===== config.mk =====
export PLATFORM = sky130hd
export DESIGN_NAME = clk_skew_monitor
export DESIGN_NICKNAME = d
export VERILOG_FILES = /design/src/rtl/clk_skew_monitor.sv
export SDC_FILE = /design/constraint.sdc
export NUM_CORES = 1
export LEC_CHECK = 0
export CAP_MARGIN = 20
export CELL_PAD_IN_SITES_DETAIL_PLACEMENT = 1
export CELL_PAD_IN_SITES_GLOBAL_PLACEMENT = 2
export CORE_MARGIN = 3
export CORE_UTILIZATION = 35
export CTS_BUF_LIST = sky130_fd_sc_hd__clkbuf_2
export CTS_CLUSTER_SIZE = 14
export DETAILED_ROUTE_END_ITERATION = 7
export PLACE_DENSITY_LB_ADDON = 0.25
export SYNTH_ARGS = -nofsm -noshare
export SYNTH_HDL_FRONTEND = slang
export SYNTH_SLANG_ARGS = --single-unit

===== constraint.sdc =====
create_clock -name clkIn -period 3.1 [get_ports clkIn]
set_clock_uncertainty 0.05 [all_clocks]
set_input_delay 0.93 -clock clkIn [delete_from_list [all_inputs] [get_ports clkIn]]
set_output_delay 0.93 -clock clkIn [all_outputs]
set_load 0.005 [all_outputs]

===== src/rtl/clk_skew_monitor.sv =====
// Clock presence/frequency/skew monitor: NUM_CH asynchronous clocks sampled as data in clkIn, ch0 is the reference.
// Optional sticky error flag is enabled by defining CLK_MON_STICKY_ERR_EN.
module clk_skew_monitor #(
  parameter int NUM_CH      = 2,
  parameter int GATE_CYCLES = 800,
  parameter int CNT_W       = 16,
  parameter int SKEW_W      = 8,
  parameter int CNT_MIN     = 95,
  parameter int CNT_MAX     = 105,
  parameter int SKEW_MIN    = 1,
  parameter int SKEW_MAX    = 4,
  parameter int ARM_TIMEOUT = 256
) (
  input  logic                         clkIn,
  input  logic                         rstBIn,
  input  logic [NUM_CH-1:0]            monClkIn,
  input  logic                         startIn,
  input  logic                         clrErrIn,
  output logic                         busyOut,
  output logic                         doneOut,
  output logic                         timeoutOut,
  output logic [NUM_CH*CNT_W-1:0]      edgeCntOut,
  output logic [NUM_CH-1:0]            freqOkOut,
  output logic [(NUM_CH-1)*SKEW_W-1:0] skewOut,
  output logic [NUM_CH-2:0]            skewOkOut,
  output logic                         errOut
);

  localparam int gateW = $clog2(GATE_CYCLES + 1);
  localparam int toW   = $clog2(ARM_TIMEOUT + 1);
  localparam logic [CNT_W-1:0]  cntSat   = '1;
  localparam logic [SKEW_W-1:0] skewSat  = '1;
  localparam logic [CNT_W-1:0]  cntMinV  = CNT_W'(CNT_MIN);
  localparam logic [CNT_W-1:0]  cntMaxV  = CNT_W'(CNT_MAX);
  localparam logic [SKEW_W-1:0] skewMinV = SKEW_W'(SKEW_MIN);
  localparam logic [SKEW_W-1:0] skewMaxV = SKEW_W'(SKEW_MAX);

  typedef enum logic [1:0] {Idle, Arm, Measure, Done} stateT;

  stateT                          state;
  logic [NUM_CH-1:0]              sync1, sync2, prevSync, edgeDet;
  logic [NUM_CH-1:0][CNT_W-1:0]   edgeCnt, nextCnt;
  logic [NUM_CH-1:1][SKEW_W-1:0]  skewCnt, nextSkew;
  logic [NUM_CH-1:1]              skewRun, nextRun;
  logic [NUM_CH-1:0]              freqOkNext;
  logic [NUM_CH-2:0]              skewOkNext;
  logic [gateW-1:0]               gateCnt;
  logic [toW-1:0]                 toCnt;

  assign edgeCntOut = edgeCnt;
  assign skewOut    = skewCnt;

  // Same three-flop depth on every channel, so relative skew survives synchronisation.
  // NOTE: async reset in the sensitivity list; every flop here is plain logic, no memories to leave unreset.
  always_ff @(posedge clkIn or negedge rstBIn) begin
    if (!rstBIn) begin
      sync1    <= '0;
      sync2    <= '0;
      prevSync <= '0;
    end else begin
      // NOTE: non-blocking so each stage takes the previous stage's old value.
      sync1    <= monClkIn;
      sync2    <= sync1;
      prevSync <= sync2;
    end
  end

  assign edgeDet = sync2 & ~prevSync;

  // The ARM cycle that sees the ch0 edge is the first measurement cycle.
  always_comb begin
    // NOTE: defaults first so no path leaves a variable unassigned (no latch).
    nextCnt    = edgeCnt;
    nextSkew   = skewCnt;
    nextRun    = skewRun;
    freqOkNext = '0;
    skewOkNext = '0;
    for (int ch = 0; ch < NUM_CH; ch++) begin
      if (state == Arm)
        nextCnt[ch] = CNT_W'(edgeDet[ch]);
      else if (edgeDet[ch] && edgeCnt[ch] != cntSat)
        nextCnt[ch] = edgeCnt[ch] + 1'b1;
      freqOkNext[ch] = (nextCnt[ch] >= cntMinV) && (nextCnt[ch] <= cntMaxV);
    end
    for (int n = 1; n < NUM_CH; n++) begin
      if (state == Arm) begin
        nextSkew[n] = SKEW_W'(1);
        nextRun[n]  = 1'b1;
      end else if (skewRun[n]) begin
        if (edgeDet[n])
          nextRun[n] = 1'b0;
        else if (skewCnt[n] != skewSat)
          nextSkew[n] = skewCnt[n] + 1'b1;
      end
      skewOkNext[n-1] = !nextRun[n] && (nextSkew[n] != skewSat) &&
                        (nextSkew[n] >= skewMinV) && (nextSkew[n] <= skewMaxV);
    end
  end

  always_ff @(posedge clkIn or negedge rstBIn) begin
    if (!rstBIn) begin
      state      <= Idle;
      busyOut    <= 1'b0;
      doneOut    <= 1'b0;
      timeoutOut <= 1'b0;
      freqOkOut  <= '0;
      skewOkOut  <= '0;
      edgeCnt    <= '0;
      skewCnt    <= '0;
      skewRun    <= '0;
      gateCnt    <= '0;
      toCnt      <= '0;
    end else begin
      case (state)
        Idle: begin
          if (startIn) begin
            state      <= Arm;
            busyOut    <= 1'b1;
            timeoutOut <= 1'b0;
            freqOkOut  <= '0;
            skewOkOut  <= '0;
            edgeCnt    <= '0;
            skewCnt    <= '0;
            skewRun    <= '0;
            toCnt      <= toW'(ARM_TIMEOUT - 1);
          end
        end
        Arm: begin
          if (edgeDet[0]) begin
            state   <= Measure;
            edgeCnt <= nextCnt;
            skewCnt <= nextSkew;
            skewRun <= nextRun;
            gateCnt <= gateW'(GATE_CYCLES - 2);
          end else if (toCnt == '0) begin
            state      <= Done;
            doneOut    <= 1'b1;
            timeoutOut <= 1'b1;
          end else begin
            toCnt <= toCnt - 1'b1;
          end
        end
        Measure: begin
          edgeCnt <= nextCnt;
          skewCnt <= nextSkew;
          skewRun <= nextRun;
          if (gateCnt == '0) begin
            state     <= Done;
            doneOut   <= 1'b1;
            freqOkOut <= freqOkNext;
            skewOkOut <= skewOkNext;
          end else begin
            gateCnt <= gateCnt - 1'b1;
          end
        end
        Done: begin
          state   <= Idle;
          doneOut <= 1'b0;
          busyOut <= 1'b0;
        end
        default: state <= Idle;
      endcase
    end
  end

`ifdef CLK_MON_STICKY_ERR_EN
  logic errSet;
  assign errSet = (state == Done) && (timeoutOut || !(&freqOkOut) || !(&skewOkOut));

  // A failing result in the same cycle as a clear keeps the flag set.
  always_ff @(posedge clkIn or negedge rstBIn) begin
    if (!rstBIn)
      errOut <= 1'b0;
    else if (errSet)
      errOut <= 1'b1;
    else if (clrErrIn)
      errOut <= 1'b0;
  end
`else
  logic unusedClrErr;
  assign unusedClrErr = clrErrIn;
  assign errOut       = 1'b0;
`endif

endmodule


# Yosys cells after proc, flatten, opt, wreduce, memory -nomap -nowiden
# Cells that the tools add are included.
# op_classes
magnitude_cmp	6
eq_ne	15
bitwise_logic	2
n_mux	44
n_reduce_logical	25
addsub	5
# op_table
operator	count
$pmux W32 S3	1
$mux W16	4
$mux W32	2
$mux W8	6
$add A16 B1 Y16 const B	2
$ge A16 B7 Y1 const B	2
$le A16 B7 Y1 const B	2
$ne A16 B16 Y1 const B	2
$mux W9	3
$pmux W8 S3	1
$mux W10	2
$pmux W10 S2	1
$pmux W9 S2	1
$ne A8 B8 Y1 const B	2
$mux W2	6
$ne A2 B2 Y1 const B	6
$reduce_and A3 Y1	4
$reduce_and A4 Y1	3
$logic_not A10 Y1	1
$mux W1	10
$sub A10 B1 Y10 const B	1
$logic_not A9 Y1	1
$sub A9 B1 Y9 const B	1
$add A8 B1 Y8 const B	1
other kinds (18)	32
# totals
regBits	74

# Longest topological paths before layout
# depth
depth_word	11
depth_mapped	11
ltp_nobuf	9

# Worst setup path after synthesis
# Ideal clock, no wire load.
# synth_path
path_kind	reg2reg
startpoint	register gateCnt[0]
endpoint	register freqOkOut[0]
n_path_buf	0
arrival_ns	2.614
setup_slack_ns	0.369
required_ns	2.983
path_stages_with_launch	10
path_cell_list	dfrtp_1 -> inv_1 -> ha_1 -> or3b_2 -> or4_4 -> or3_4 -> a2111oi_4 -> nand3_1 -> nor4_2 -> a32o_2
# synth_via
elab_chain_cells	3
# synth_rtl
item	line	source
start: declaration	47	logic [gateW-1:0] gateCnt;
start signal: assignment	134	gateCnt <= gateW'(GATE_CYCLES - 2);
start signal: assignment	153	gateCnt <= gateCnt - 1'b1;
$logic_not A10 Y1	147	if (gateCnt == '0) begin
$ne A2 B2 Y1 (no line)	n/a	
$reduce_and A3 Y1 (no line)	n/a	
end signal: assignment	150	freqOkOut <= freqOkNext;
end: declaration	23	output logic [NUM_CH-1:0] freqOkOut,
# No other way between the ends.
# A chain may end at the register's enable or synchronous reset.

# Worst setup path after layout
# Same ends and word-level chain as after synthesis.

==> metrics.txt <==
Die Span X=121 um; status=completed; total global-route track usage=20.1%; commonest cells in the netlist=dfrtp_1, nand2_1, o21ai_0, nor2_1, nand3_1; Post-layout nets=614; Async SR Flop Fraction=100%; PwrDens=659 nW/um^2; router iterations before antenna repair=4; leakage=0.00212 uW; core area=12700 sq um; RSZ-0062 raised after global routing=no; Worst-Margin Slew=0.769 ns; drt drc=0; synth warn=0; Mapped Area=4600 sq um; first-pass GRT wire length=23400 um; startpoint types=flop; Critical Path End Type=flop; vias=4372; Crit Path Max Fanout=4; synthesized instance count=536; Post-Synth XOR/XNOR Area=3.80%; Max-Cap Viols=0; syn nets=551; Synth area leader=dfrtp_1; Compound-Gate Fraction of Synth Area=20.3%; die height=121 um; IO Count=53; ys flop type=dfrtp_1; initial antenna violation count=0; ANT cells=0; largest net degree at the start of global routing=39; Worst-path clk slew=0.19 ns; num rows=41; setup violators final=0; Worst Path Required=3.56 ns; Post-Synth Simple-Gate Area=27.0%; FILL cells=1574; Iteration-0 DRC Markers=218; DR vias/cell=5.66; minimum clock period=2.97 ns; worst-path cell chain=inv_1, ha_1, or3b_4, or4_4, or3_4, a2111oi_4, nand3_1, nor4_2, a32o_2; largest family of logic cells by synthesized area=simple AND/OR/NAND/NOR gates; worst relative slew slack=48.3%; reg2reg path depth=9; Slew Limit Fails=0; CP bufs+invs=1; Yosys top cell area share=40.2%; Peak supply drop=0.367 mV; syn avg cell area=8.59 sq um; drt wl/cell=18.0 um; slowest CP cell=or4_4; Detailed Route WL=13900 um; register bit total from synthesis=74; CTS tree=done; crit path kind=reg -> reg; slowest stage delay, CP=0.46 ns; Post-synth EDFFs=0; Final Wtd Congestion=0.855; clk_lat worst skew=0.57 ns; TNS Setup=0 ns; Distinct cells, synth=70; WHS=0.257 ns; area delta synth->final=18.6%; grt ovf=0; CP Depth=9; Synth Area in Adders=2.45%; vias in the first global route=4578; Reg2Reg Setup Slack=0.13 ns; multiplexer share of the synthesized area=1.14%; DRT antenna net count=0; total clock buffers created by CTS=9; final hold violation count=0; Die Area=14600 sq um; fmax=336 MHz; top post-synthesis cells by area=dfrtp_1, o21ai_0, nand2_1; layout cells sized above 1=10.3%; Top delay family on crit path=simple AND/OR/NAND/NOR gates; Port Buffers=50; Initial Util=36.2%; count leader, synth=dfrtp_1; CTS sink count=74; Tcrit/Tclk final=96.0%; crit path DAT=3.44 ns; Hold Crit Class=in -> async; clock root buffer=clkbuf_2; H-tree depth=3; CTS Buffer Depth=2; Seq/Total Area, Yosys=40.2%; post-DP HPWL=10200 um
-- where the power goes --
group / switching, uW / leakage (uW) / internal [uW]
Clock: 345 / 0.0000470 / 88.1
Combinational: 1180 / 0.00113 / 704
Sequential: 170 / 0.000943 / 1110
-- registers in the layout, summed over array words and instances, names as in the netlist, 2 cells and up --
name,flops
edgeCntOut,32
gateCnt,10
toCnt,9
skewOut,8
freqOkOut,2
prevSync,2
state,2
sync1,2
sync2,2
-- final timing paths --
| path | start | endpoint |
|---|---|---|
| worst max-delay path | gateCnt[0] | freqOkOut[0] |
| worst min-delay path | rstBIn | edgeCntOut[6] |
| worst max register to register | gateCnt[0] | freqOkOut[0] |
| worst min register to register | sync1[0] | sync2[0] |
| max in group asynchronous | rstBIn | skewOut[6] |
| min in group clkIn | sync1[0] | sync2[0] |
-- cell type report --
| type | instances | area, sq um | share of cell area (%) |
|---|---|---|---|
| multi-input combinational | 417 | 2520 | 46.2 |
| sequential | 74 | 1850 | 33.9 |
| timing repair buffer | 83 | 758 | 13.9 |
| tap | 172 | 215 | 3.94 |
| inverter | 14 | 52.6 | 0.962 |
| clock buffer | 10 | 50.0 | 0.916 |
| clock inverter | 2 | 8.76 | 0.160 |
-- stage by stage --
step	util [%]	setup slack, ns	area, sq um	std cells	power [uW]
finish	42.9	0.125	5460	772	3600
global route	42.9	0.0207	5460	772	3890
CTS	42.9	0.0547	5450	771	3620
detailed placement	42.4	0.0637	5390	759	3170
global placement	42.4	0.0876	5390	759	3120
floorplan	-	0.369	4600	536	2420
-- cell families (layout without fill, tap and decap cells) --
family	Yosys count	in the layout
multiplexers	5	5
flip-flops	74	74
other	1	1
AO/OA/AOI/OAI	142	142
XOR/XNOR	20	20
buffers and inverters	45	109
AND/OR/NAND/NOR	240	240
adder cells (fa/ha/maj)	9	9
-- cell usage in the layout (no fill, tap or decap), types with 3 or more instances in the layout --
cell type	count
a211oi_1	3
a21oi_1	28
a22o_1	13
a31o_2	3
a31oi_1	7
a32o_1	4
a41oi_1	3
and3_1	6
buf_4	33
clkbuf_2	10
clkdlybuf4s50_1	49
dfrtp_1	74
ha_1	9
inv_1	14
mux2i_1	3
nand2_1	57
nand2b_1	9
nand3_1	31
nand4_1	19
nor2_1	48
nor2b_1	6
nor3_1	20
nor4_1	13
o21ai_0	52
o31ai_1	9
or3_1	4
xnor2_1	13
xor2_1	7
-- routing by layer --
layer	wire length (um)	GRT usage (%)	up-vias
met5	0	0	-
met4	272	7.37	0
met3	425	2.95	18
met2	6400	33.0	58
met1	6770	26.9	2192
li1	-	-	2104
-- timing repair --
item,4_1_cts,5_1_grt
setup buffers,0,1
gates resized for setup,0,1
endpoints found under the setup margin,0,1
hold buffers,0,0
No activity file was read; power rests on OpenSTA's default activity.
